[src/rtl/game_flow_controller_if.sv]
// Signal bundle between the Frogger game flow sequencer and its neighbours:
// debounced start chord, collision and level-up events in; gating, freeze,
// respawn, life LEDs and debug state out.
interface game_flow_controller_if;
    logic       i_Start;
    logic       i_Has_Collided;
    logic       i_Level_Up;
    logic       o_Game_Active;
    logic       o_Obstacles_Freeze;
    logic       o_Frog_Respawn;
    logic [3:0] o_Lives;
    logic       o_Game_Over;
    logic       o_Invulnerable;
    logic [2:0] o_State;

    // Side that produces the game events and consumes the sequencing outputs
    modport master (
        output i_Start,
        output i_Has_Collided,
        output i_Level_Up,
        input  o_Game_Active,
        input  o_Obstacles_Freeze,
        input  o_Frog_Respawn,
        input  o_Lives,
        input  o_Game_Over,
        input  o_Invulnerable,
        input  o_State
    );

    // The sequencer itself
    modport slave (
        input  i_Start,
        input  i_Has_Collided,
        input  i_Level_Up,
        output o_Game_Active,
        output o_Obstacles_Freeze,
        output o_Frog_Respawn,
        output o_Lives,
        output o_Game_Over,
        output o_Invulnerable,
        output o_State
    );
endinterface

[src/rtl/game_flow_controller.sv]
// Frogger game life-cycle sequencer: idle, start arming, play, hit freeze,
// respawn and game over, plus the thermometer life counter.  It only gates
// and pulses the neighbouring datapaths; positions are computed elsewhere.
//
// Optional feature macro: GAME_FLOW_INVULN_EN
//   When defined, every return to play after a respawn starts a window of
//   C_INVULN_CYCLES cycles during which collisions are ignored.  When not
//   defined, o_Invulnerable is tied low and no immunity counter exists.
module game_flow_controller #(
    parameter logic [3:0] C_LIVES_INI     = 4'b1111,
    parameter int         C_HIT_CYCLES    = 12_500_000,
    parameter int         C_OVER_CYCLES   = 50_000_000,
    parameter int         C_INVULN_CYCLES = 25_000_000
) (
    input  logic                   i_Clk,
    input  logic                   i_Reset,
    game_flow_controller_if.slave  bus
);

    // Shared down-counter sized for the largest duration parameter
    localparam int C_MAX_HO    = (C_HIT_CYCLES > C_OVER_CYCLES) ? C_HIT_CYCLES : C_OVER_CYCLES;
    localparam int C_TIMER_MAX = (C_MAX_HO > C_INVULN_CYCLES) ? C_MAX_HO : C_INVULN_CYCLES;
    localparam int C_TIMER_W   = (C_TIMER_MAX > 1) ? $clog2(C_TIMER_MAX) : 1;

    localparam logic [C_TIMER_W-1:0] C_TIMER_ZERO = C_TIMER_W'(0);
    localparam logic [C_TIMER_W-1:0] C_TIMER_ONE  = C_TIMER_W'(1);
    localparam logic [C_TIMER_W-1:0] C_HIT_LOAD   = C_TIMER_W'(C_HIT_CYCLES - 1);
    localparam logic [C_TIMER_W-1:0] C_OVER_LOAD  = C_TIMER_W'(C_OVER_CYCLES - 1);

    typedef enum logic [2:0] {
        ST_IDLE      = 3'd0,
        ST_ARM       = 3'd1,
        ST_RUNNING   = 3'd2,
        ST_HIT       = 3'd3,
        ST_RESPAWN   = 3'd4,
        ST_GAME_OVER = 3'd5
    } state_t;

    state_t                 state_r;
    state_t                 state_nxt_s;
    logic [3:0]             lives_r;
    logic [3:0]             lives_nxt_s;
    logic [C_TIMER_W-1:0]   timer_r;
    logic [C_TIMER_W-1:0]   timer_nxt_s;
    logic                   game_active_r;
    logic                   freeze_r;
    logic                   respawn_r;
    logic                   game_over_r;
    logic                   shield_s;
    logic                   hit_s;

    // Obstacles stand still whenever the frog is not actually playing or respawning
    function automatic logic freeze_of(input state_t st);
        logic f;
        case (st)
            ST_IDLE:      f = 1'b1;
            ST_ARM:       f = 1'b1;
            ST_HIT:       f = 1'b1;
            ST_GAME_OVER: f = 1'b1;
            ST_RUNNING:   f = 1'b0;
            ST_RESPAWN:   f = 1'b0;
            default:      f = 1'b1;
        endcase
        return f;
    endfunction

`ifdef GAME_FLOW_INVULN_EN
    localparam int C_INV_W = (C_INVULN_CYCLES > 0) ? $clog2(C_INVULN_CYCLES + 1) : 1;
    localparam logic [C_INV_W-1:0] C_INV_ZERO = C_INV_W'(0);
    localparam logic [C_INV_W-1:0] C_INV_ONE  = C_INV_W'(1);
    localparam logic [C_INV_W-1:0] C_INV_LOAD = C_INV_W'(C_INVULN_CYCLES);

    logic [C_INV_W-1:0] inv_cnt_r;
    logic [C_INV_W-1:0] inv_cnt_nxt_s;
    logic               invuln_r;

    assign shield_s           = invuln_r;
    assign bus.o_Invulnerable = invuln_r;

    // Immunity window: armed on each return to play, counts down while playing, cleared elsewhere
    always_comb begin
        inv_cnt_nxt_s = C_INV_ZERO;
        if ((state_r == ST_RESPAWN) && (state_nxt_s == ST_RUNNING)) begin
            inv_cnt_nxt_s = C_INV_LOAD;
        end else if ((state_r == ST_RUNNING) && (state_nxt_s == ST_RUNNING)) begin
            if (inv_cnt_r != C_INV_ZERO) begin
                inv_cnt_nxt_s = inv_cnt_r - C_INV_ONE;
            end else begin
                inv_cnt_nxt_s = C_INV_ZERO;
            end
        end else begin
            inv_cnt_nxt_s = C_INV_ZERO;
        end
    end

    // Immunity counter and its registered flag
    always_ff @(posedge i_Clk or posedge i_Reset) begin
        if (i_Reset) begin
            inv_cnt_r <= C_INV_ZERO;
            invuln_r  <= 1'b0;
        end else begin
            inv_cnt_r <= inv_cnt_nxt_s;
            invuln_r  <= (inv_cnt_nxt_s != C_INV_ZERO);
        end
    end
`else
    assign shield_s           = 1'b0;
    assign bus.o_Invulnerable = 1'b0;
`endif

    // A collision only counts while playing and not shielded
    always_comb begin
        hit_s = 1'b0;
        if ((state_r == ST_RUNNING) && bus.i_Has_Collided && !shield_s) begin
            hit_s = 1'b1;
        end else begin
            hit_s = 1'b0;
        end
    end

    // Next-state, life and timer decisions; inputs outside their states are ignored
    always_comb begin
        state_nxt_s = state_r;
        lives_nxt_s = lives_r;
        timer_nxt_s = timer_r;
        case (state_r)
            ST_IDLE: begin
                if (bus.i_Start) begin
                    lives_nxt_s = C_LIVES_INI;
                    state_nxt_s = ST_ARM;
                end else begin
                    state_nxt_s = ST_IDLE;
                end
            end
            ST_ARM: begin
                // Wait for the start chord to be released so it is not read as frog moves
                if (!bus.i_Start) begin
                    state_nxt_s = ST_RESPAWN;
                end else begin
                    state_nxt_s = ST_ARM;
                end
            end
            ST_RUNNING: begin
                if (hit_s) begin
                    lives_nxt_s = {1'b0, lives_r[3:1]};
                    if (lives_r == 4'b0001) begin
                        state_nxt_s = ST_GAME_OVER;
                        timer_nxt_s = C_OVER_LOAD;
                    end else begin
                        state_nxt_s = ST_HIT;
                        timer_nxt_s = C_HIT_LOAD;
                    end
                end else if (bus.i_Level_Up) begin
                    // Shifting a one in from the bottom saturates at all-ones by itself
                    lives_nxt_s = {lives_r[2:0], 1'b1};
                    state_nxt_s = ST_RUNNING;
                end else begin
                    state_nxt_s = ST_RUNNING;
                end
            end
            ST_HIT: begin
                if (timer_r == C_TIMER_ZERO) begin
                    state_nxt_s = ST_RESPAWN;
                end else begin
                    timer_nxt_s = timer_r - C_TIMER_ONE;
                end
            end
            ST_RESPAWN: begin
                state_nxt_s = ST_RUNNING;
            end
            ST_GAME_OVER: begin
                if (timer_r == C_TIMER_ZERO) begin
                    state_nxt_s = ST_IDLE;
                end else begin
                    timer_nxt_s = timer_r - C_TIMER_ONE;
                end
            end
            default: begin
                state_nxt_s = ST_IDLE;
            end
        endcase
    end

    // State register with outputs decoded from the next state so they settle with it
    always_ff @(posedge i_Clk or posedge i_Reset) begin
        if (i_Reset) begin
            state_r       <= ST_IDLE;
            lives_r       <= C_LIVES_INI;
            timer_r       <= C_TIMER_ZERO;
            game_active_r <= 1'b0;
            freeze_r      <= 1'b1;
            respawn_r     <= 1'b0;
            game_over_r   <= 1'b0;
        end else begin
            state_r       <= state_nxt_s;
            lives_r       <= lives_nxt_s;
            timer_r       <= timer_nxt_s;
            game_active_r <= (state_nxt_s == ST_RUNNING);
            freeze_r      <= freeze_of(state_nxt_s);
            respawn_r     <= (state_nxt_s == ST_RESPAWN);
            game_over_r   <= (state_nxt_s == ST_GAME_OVER);
        end
    end

    assign bus.o_Game_Active      = game_active_r;
    assign bus.o_Obstacles_Freeze = freeze_r;
    assign bus.o_Frog_Respawn     = respawn_r;
    assign bus.o_Lives            = lives_r;
    assign bus.o_Game_Over        = game_over_r;
    assign bus.o_State            = state_r;

endmodule

[src/flat_wrapper.sv]
// flat-port wrapper written by rule: the top's interface ports become plain ports
module game_flow_controller_flat 
#(
    parameter logic [3:0] C_LIVES_INI     = 4'b1111,
    parameter int         C_HIT_CYCLES    = 12_500_000,
    parameter int         C_OVER_CYCLES   = 50_000_000,
    parameter int         C_INVULN_CYCLES = 25_000_000
)
  (i_Clk, i_Reset, bus_i_Start, bus_i_Has_Collided, bus_i_Level_Up, bus_o_Game_Active, bus_o_Obstacles_Freeze, bus_o_Frog_Respawn, bus_o_Lives, bus_o_Game_Over, bus_o_Invulnerable, bus_o_State);
  game_flow_controller_if bus_i ();
  input  logic i_Clk;
  input  logic i_Reset;
  input wire logic [$bits(bus_i.i_Start)-1:0] bus_i_Start;
  input wire logic [$bits(bus_i.i_Has_Collided)-1:0] bus_i_Has_Collided;
  input wire logic [$bits(bus_i.i_Level_Up)-1:0] bus_i_Level_Up;
  output wire logic [$bits(bus_i.o_Game_Active)-1:0] bus_o_Game_Active;
  output wire logic [$bits(bus_i.o_Obstacles_Freeze)-1:0] bus_o_Obstacles_Freeze;
  output wire logic [$bits(bus_i.o_Frog_Respawn)-1:0] bus_o_Frog_Respawn;
  output wire logic [$bits(bus_i.o_Lives)-1:0] bus_o_Lives;
  output wire logic [$bits(bus_i.o_Game_Over)-1:0] bus_o_Game_Over;
  output wire logic [$bits(bus_i.o_Invulnerable)-1:0] bus_o_Invulnerable;
  output wire logic [$bits(bus_i.o_State)-1:0] bus_o_State;
  assign bus_i.i_Start = bus_i_Start;
  assign bus_i.i_Has_Collided = bus_i_Has_Collided;
  assign bus_i.i_Level_Up = bus_i_Level_Up;
  assign bus_o_Game_Active = bus_i.o_Game_Active;
  assign bus_o_Obstacles_Freeze = bus_i.o_Obstacles_Freeze;
  assign bus_o_Frog_Respawn = bus_i.o_Frog_Respawn;
  assign bus_o_Lives = bus_i.o_Lives;
  assign bus_o_Game_Over = bus_i.o_Game_Over;
  assign bus_o_Invulnerable = bus_i.o_Invulnerable;
  assign bus_o_State = bus_i.o_State;
  game_flow_controller #(.C_LIVES_INI(C_LIVES_INI), .C_HIT_CYCLES(C_HIT_CYCLES), .C_OVER_CYCLES(C_OVER_CYCLES), .C_INVULN_CYCLES(C_INVULN_CYCLES)) u_core (.i_Clk(i_Clk), .i_Reset(i_Reset), .bus(bus_i));
endmodule
[config.mk]
export PLATFORM = sky130hd
export DESIGN_NAME = game_flow_controller_flat
export DESIGN_NICKNAME = d
export VERILOG_FILES = /design/src/rtl/game_flow_controller_if.sv /design/src/rtl/game_flow_controller.sv /design/src/flat_wrapper.sv
export SDC_FILE = /design/constraint.sdc
export NUM_CORES = 1
export LEC_CHECK = 0
export BUFFER_PORTS_ARGS = -buffer_cell sky130_fd_sc_hd__buf_2
export CAP_MARGIN = 5
export CORE_ASPECT_RATIO = 0.8
export CORE_MARGIN = 2
export CORE_UTILIZATION = 55
export CTS_BUF_LIST = sky130_fd_sc_hd__clkbuf_4
export DETAILED_ROUTE_END_ITERATION = 8
export PLACE_DENSITY_LB_ADDON = 0.25
export SETUP_SLACK_MARGIN = 0.2
export SKIP_LAST_GASP = 1
export SYNTH_ARGS = -nofsm -noshare
export SYNTH_HDL_FRONTEND = slang
export SYNTH_SLANG_ARGS = --single-unit
export TNS_END_PERCENT = 50
[constraint.sdc]
create_clock -name i_Clk -period 2.58 [get_ports i_Clk]
set_clock_uncertainty 0.2 [all_clocks]
set_input_delay 0.258 -clock i_Clk [delete_from_list [all_inputs] [get_ports i_Clk]]
set_output_delay 0.258 -clock i_Clk [all_outputs]
set_load 0.1 [all_outputs]
; Word level (Yosys, flattened, before mapping)
; Cells that the tools add are included.
[op_classes]
n_addsub = 1
multipliers = 0
div_mod_pow = 0
n_lt_le_gt_ge = 0
eq_ne = 13
shift = 0
n_mux = 17
bitwise = 0
reduce_logical = 9
[op_table]
columns = cell, n
row1 = $mux W26, 3
row2 = $pmux W26 S2, 1
row3 = $logic_not A26 Y1, 1
row4 = $sub A26 B1 Y26 const B, 1
row5 = $pmux W3 S6, 1
row6 = $mux W3, 5
row7 = $eq A3 B3 Y1 const B, 4
row8 = $mux W4, 3
row9 = $eq A3 B2 Y1 const B, 3
row10 = $pmux W4 S2, 1
row11 = $reduce_and A3 Y1, 2
row12 = $eq A4 B1 Y1 const B, 1
row13 = $ne A2 B2 Y1 const B, 2
row14 = $reduce_bool A2 Y1, 2
row15 = $reduce_or A2 Y1, 2
row16 = $eq A3 B1 Y1 const B, 1
row17 = $logic_not A3 Y1, 1
row18 = $mux W1, 3
row19 = $ne A3 B2 Y1 const B, 1
row20 = $ne A2 B1 Y1 const B, 1
row21 = $logic_and A1 B1 Y1, 1
[totals]
ff_bits = 37
latchBits = 0
ram_bits = 0
mem_bits_ro = 0
inputBits = 5
output_inout_bits = 12
n_memories = 0

; Longest topological paths before layout
[depth]
word_depth = 8
ltp_mapped = 9
depth_no_buf = 7

; Worst setup path after synthesis
; No wires, ideal clock.
[synth_timing]
kind = register -> register
start = register u_core.timer_r[8]
end = register u_core.timer_r[21]
setup_time_ns = 0.134
t_arrival_ns = 2.443
required_ns = 2.246
slack_ns = -0.197
path_stages_with_launch = 10
path_buffers = 3
synth_period_minus_slack_ns = 2.777
cell_sequence = dfrtp_1 > or4_1 > or3_1 > buf_6 > or4_4 > buf_6 > buf_6 > nand4_1 > xor2_1 > nand2_1
[synth_between]
elab_chain_cells = 3
[synth_lines]
columns = item, line_no
row1 = from (decl), game_flow_controller.sv:43  ; logic [C_TIMER_W-1:0] timer_r;
row2 = from (signal assigned), game_flow_controller.sv:197  ; timer_r <= timer_nxt_s;
row3 = $sub A26 B1 Y26 / $logic_not A26 Y1 (equally long branches), --
row4 = $mux W26 / $ne A2 B2 Y1 (equally long branches), --
row5 = $pmux W26 S2 / $reduce_and A3 Y1 (equally long branches), --
; Several ways; a longest one is shown, not always the timed one. The select of a mux whose other input is x is not followed.
; A chain may end at the register's enable or synchronous reset.

; Final worst setup path
[layout_timing]
start = register u_core.timer_r[11]
end = register u_core.timer_r[18]
; Same word-level chain as after synthesis.

==> key figures <==
Synthesis
  – YS warnings: 0
  – Simple-gate portion of the synthesized area: 0.274
  – Post-synthesis xor/xnor area fraction: 0.0477
  – Cell variety after synth: 46
  – Sequential share of the synthesized area: 0.462
  – Synthesized Nets: 219
  – Post-Synth Adder-Cell Area: 0.00620
  – Post-synthesis compound-gate area fraction: 0.149
  – Async S/R FF share, synth: 1.00
  – Post-synthesis cell area: 2020 sq um
  – Largest family of logic cells by synthesized area: simple AND/OR/NAND/NOR gates
  – Synthesized flop and latch total: 37
  – Number of synthesized flops with an enable pin: 0
  – Cells after Synth: 213
  – Main synth FF type: dfrtp_1
  – Post-synthesis mux area share: 0.0149
  – Mean post-synth cell area: 9.48 sq um

Worst setup path
  – CP required: 2.69 ns
  – Reg2reg start: u_core.timer_r[11]
  – CP Launch Point: u_core.timer_r[11]
  – Reg-to-reg endpoint: u_core.timer_r[18]
  – Reg2Reg Setup Slack: -0.11 ns
  – Crit path arrival time: 2.80 ns
  – Setup crit end: u_core.timer_r[18]
  – Setup Crit Path Kind: reg2reg
  – Startpoint types: register
  – Endpoint class of the critical path: register
  – Crit-path max FO: 8
  – Reg2reg path depth: 6

Place
  – DP HPWL: 3.54 mm
  – Placed cells: 280
  – Pre-CTS WS: -0.237 ns
  – IO Port Bufs: 15
  – Gp weighted congestion: 0.876

Job
  – Maxcap violations: 0

Power
  – Pwr Total: 2700 uW
  – Lkg Pwr: 0.000941 uW
  – Max VDD drop: 1.16 mV
  – Power per cell area: 1100 nW/um^2

Final layout
  – Final core utilization: 0.708
  – Nets@finish: 258
  – Share of cells above drive strength 1: 0.289
  – Antenna diode count: 0
  – Area delta synth->final: 21.7%
  – Non-Filler Instances: 295

Clock network
  – Root buf cell: clkbuf_4
  – TritonCTS clock tree: yes
  – CTS Sinks: 37
  – Clk Latency, worst-skew pair: 0.38 ns
  – Clock Path Buffers: 2
  – Worst-path clk slew: 0.13 ns
  – Htree depth: 2
  – CTS Buf Count: 5

STA
  – Fin crit period: 2.69 ns
  – Final WS setup: -0.106 ns
  – Crit share post-route: 1.04
  – Setup violation total in the final timing report: 14
  – Final Hold Vio Count: 0
  – Slew of the pin with the lowest slew margin: 0.625 ns
  – Relative slew margins: 0.582
  – Hold slack: 0.0608 ns
  – Fmax: 0.372 GHz
  – RSZ-0062 raised after global routing: true
  – Pins Over Slew Limit: 0

Die
  – Num ports: 17
  – Die width: 71.7 um
  – Die Ht: 58.2 um
  – Initial Utilization: 0.582
  – Row count: 19
  – Placeable Area: 3470 sq um
  – Die area: 4180 sq um

Global routing
  – Global route total overflow: 0
  – Initial antenna violation count: 0
  – Global-route wire length before repair: 8.93 mm
  – Vias in the first global route: 1841
  – Total Routing Usage GR: 0.286
  – Pin count of the biggest net entering global routing: 38

Route
  – Number of remaining DRC errors: 0
  – WL per Instance: 18.7 um
  – Detailed Route Iter0 Violations: 217
  – Via/cell ratio: 6.62
  – Antenna-violating nets left: 0
  – Routed vias: 1952
  – Detailed Route WL: 5.51 mm
  – Initial DRT Pass Iterations: 5

Hold path
  – Hold WC Path Type: in2reg

Status
  – Status: finished with violations
  – Violated checks: negative setup slack
state kept, by name (all words and copies together) (netlist names):
signal / count
u_core.timer_r: 26
u_core.bus.o_Lives: 4
u_core.bus.o_State: 3
u_core.bus.o_Frog_Respawn: 1
u_core.bus.o_Game_Active: 1
u_core.bus.o_Game_Over: 1
u_core.bus.o_Obstacles_Freeze: 1
cell usage after synthesis (all sizes together) (2+ instances only):
cell	n	area share
nor2	20	0.038
inv	6	0.011
nand4	8	0.025
mux2i	3	0.015
dfstp	5	0.065
a211oi	3	0.011
xnor2	3	0.013
nand2	22	0.042
o31ai	4	0.015
nor4	9	0.034
nand2b	3	0.0093
a21oi	9	0.022
or2	2	0.0062
dfrtp	32	0.40
o311ai	2	0.0087
or4	4	0.017
xor2	8	0.035
nand4b	3	0.013
clkbuf	4	0.0074
nand3	10	0.025
o21ai	8	0.020
nor3	7	0.017
a31oi	4	0.012
or3	7	0.022
o211ai	8	0.030
buf	5	0.026
worst max-delay path: stages (launching register included):
cell	delay, ns
dfrtp_1	0.40
or4_4	0.54
or3_4	0.40
buf_4	0.17
or4_4	0.52
o211ai_1	0.20
nor3b_2	0.20
per-layer routing:
metal	global-route usage	wire length (um)	vias up	share of wire
met5	0	0	-	0
met4	0.151	144	0	0.026
met3	0.0678	390	16	0.071
met2	0.437	2600	95	0.47
met1	0.381	2370	965	0.43
li1	-	-	876	-
worst min path at each step:
stage	start	endpoint	slack, ns	depth (start not counted)
floorplan	bus_i_Level_Up	u_core.bus.o_Lives[3]	0.17	2
CTS	bus_i_Has_Collided	u_core.bus.o_Lives[3]	0.06	3
global placement	i_Reset	u_core.timer_r[17]	0.18	3
detailed placement	i_Reset	u_core.timer_r[17]	0.19	3
finish	bus_i_Has_Collided	u_core.bus.o_Lives[3]	0.06	3
global route	bus_i_Has_Collided	u_core.bus.o_Lives[3]	0.11	3
what timing repair did:
item,CTS,global route
hold buffers,2,0
resized for setup,20,6
buffers inserted,1,1
endpoints found under the hold margin,33,0
endpoints found under the setup margin,32,32
pin swaps,12,4
gates cloned,3,0
through the flow:
stage,instance area (sq um),TNS [ns]
2_1_floorplan,2030,-1.50
3_3_place_gp,2230,-2.35
3_5_place_dp,2230,-3.88
4_1_cts,2420,-0.395
5_1_grt,2460,-2.20
6_report,2460,-0.570
report_power, final:
group	switching [uW]	internal, uW
combinational	1060	354
clock	207	98.5
sequential	190	783
layout by cell type (no fill, tap or decap), types with 3 or more instances in the layout:
master,n
o31ai_1,3
o211ai_1,8
nor4_1,4
a31oi_1,3
dfstp_2,5
nor4_2,3
dfrtp_1,32
buf_2,15
or3_1,5
nor3_1,7
nand3_1,10
nand4b_1,3
or4_4,5
nand4_1,8
buf_4,21
nor2_1,19
clkbuf_4,5
o21ai_0,3
nand2b_1,3
xor2_1,8
nand2_1,21
a21oi_1,7
xnor2_1,3
o21ai_1,4
mux2i_1,3
inv_1,6
logic make-up (layout without fill, tap and decap cells):
logic type | Yosys count | count (layout)
compound gates | 43 | 43
simple gates | 102 | 105
flops | 37 | 37
buf+inv | 15 | 52
mux | 3 | 3
fa+ha+maj | 1 | 1
xor+xnor | 11 | 11
other cells | 1 | 1
cell type report:
type,count,area [sq um]
multi-input cells,164,1150
fillers,245,1010
flip-flops and latches,37,932
repair buffers,38,253
well taps,42,52.6
clock buffers,5,37.5
inverters,6,22.5
clock inverters,3,12.5
(Power assumes the default switching activity.)
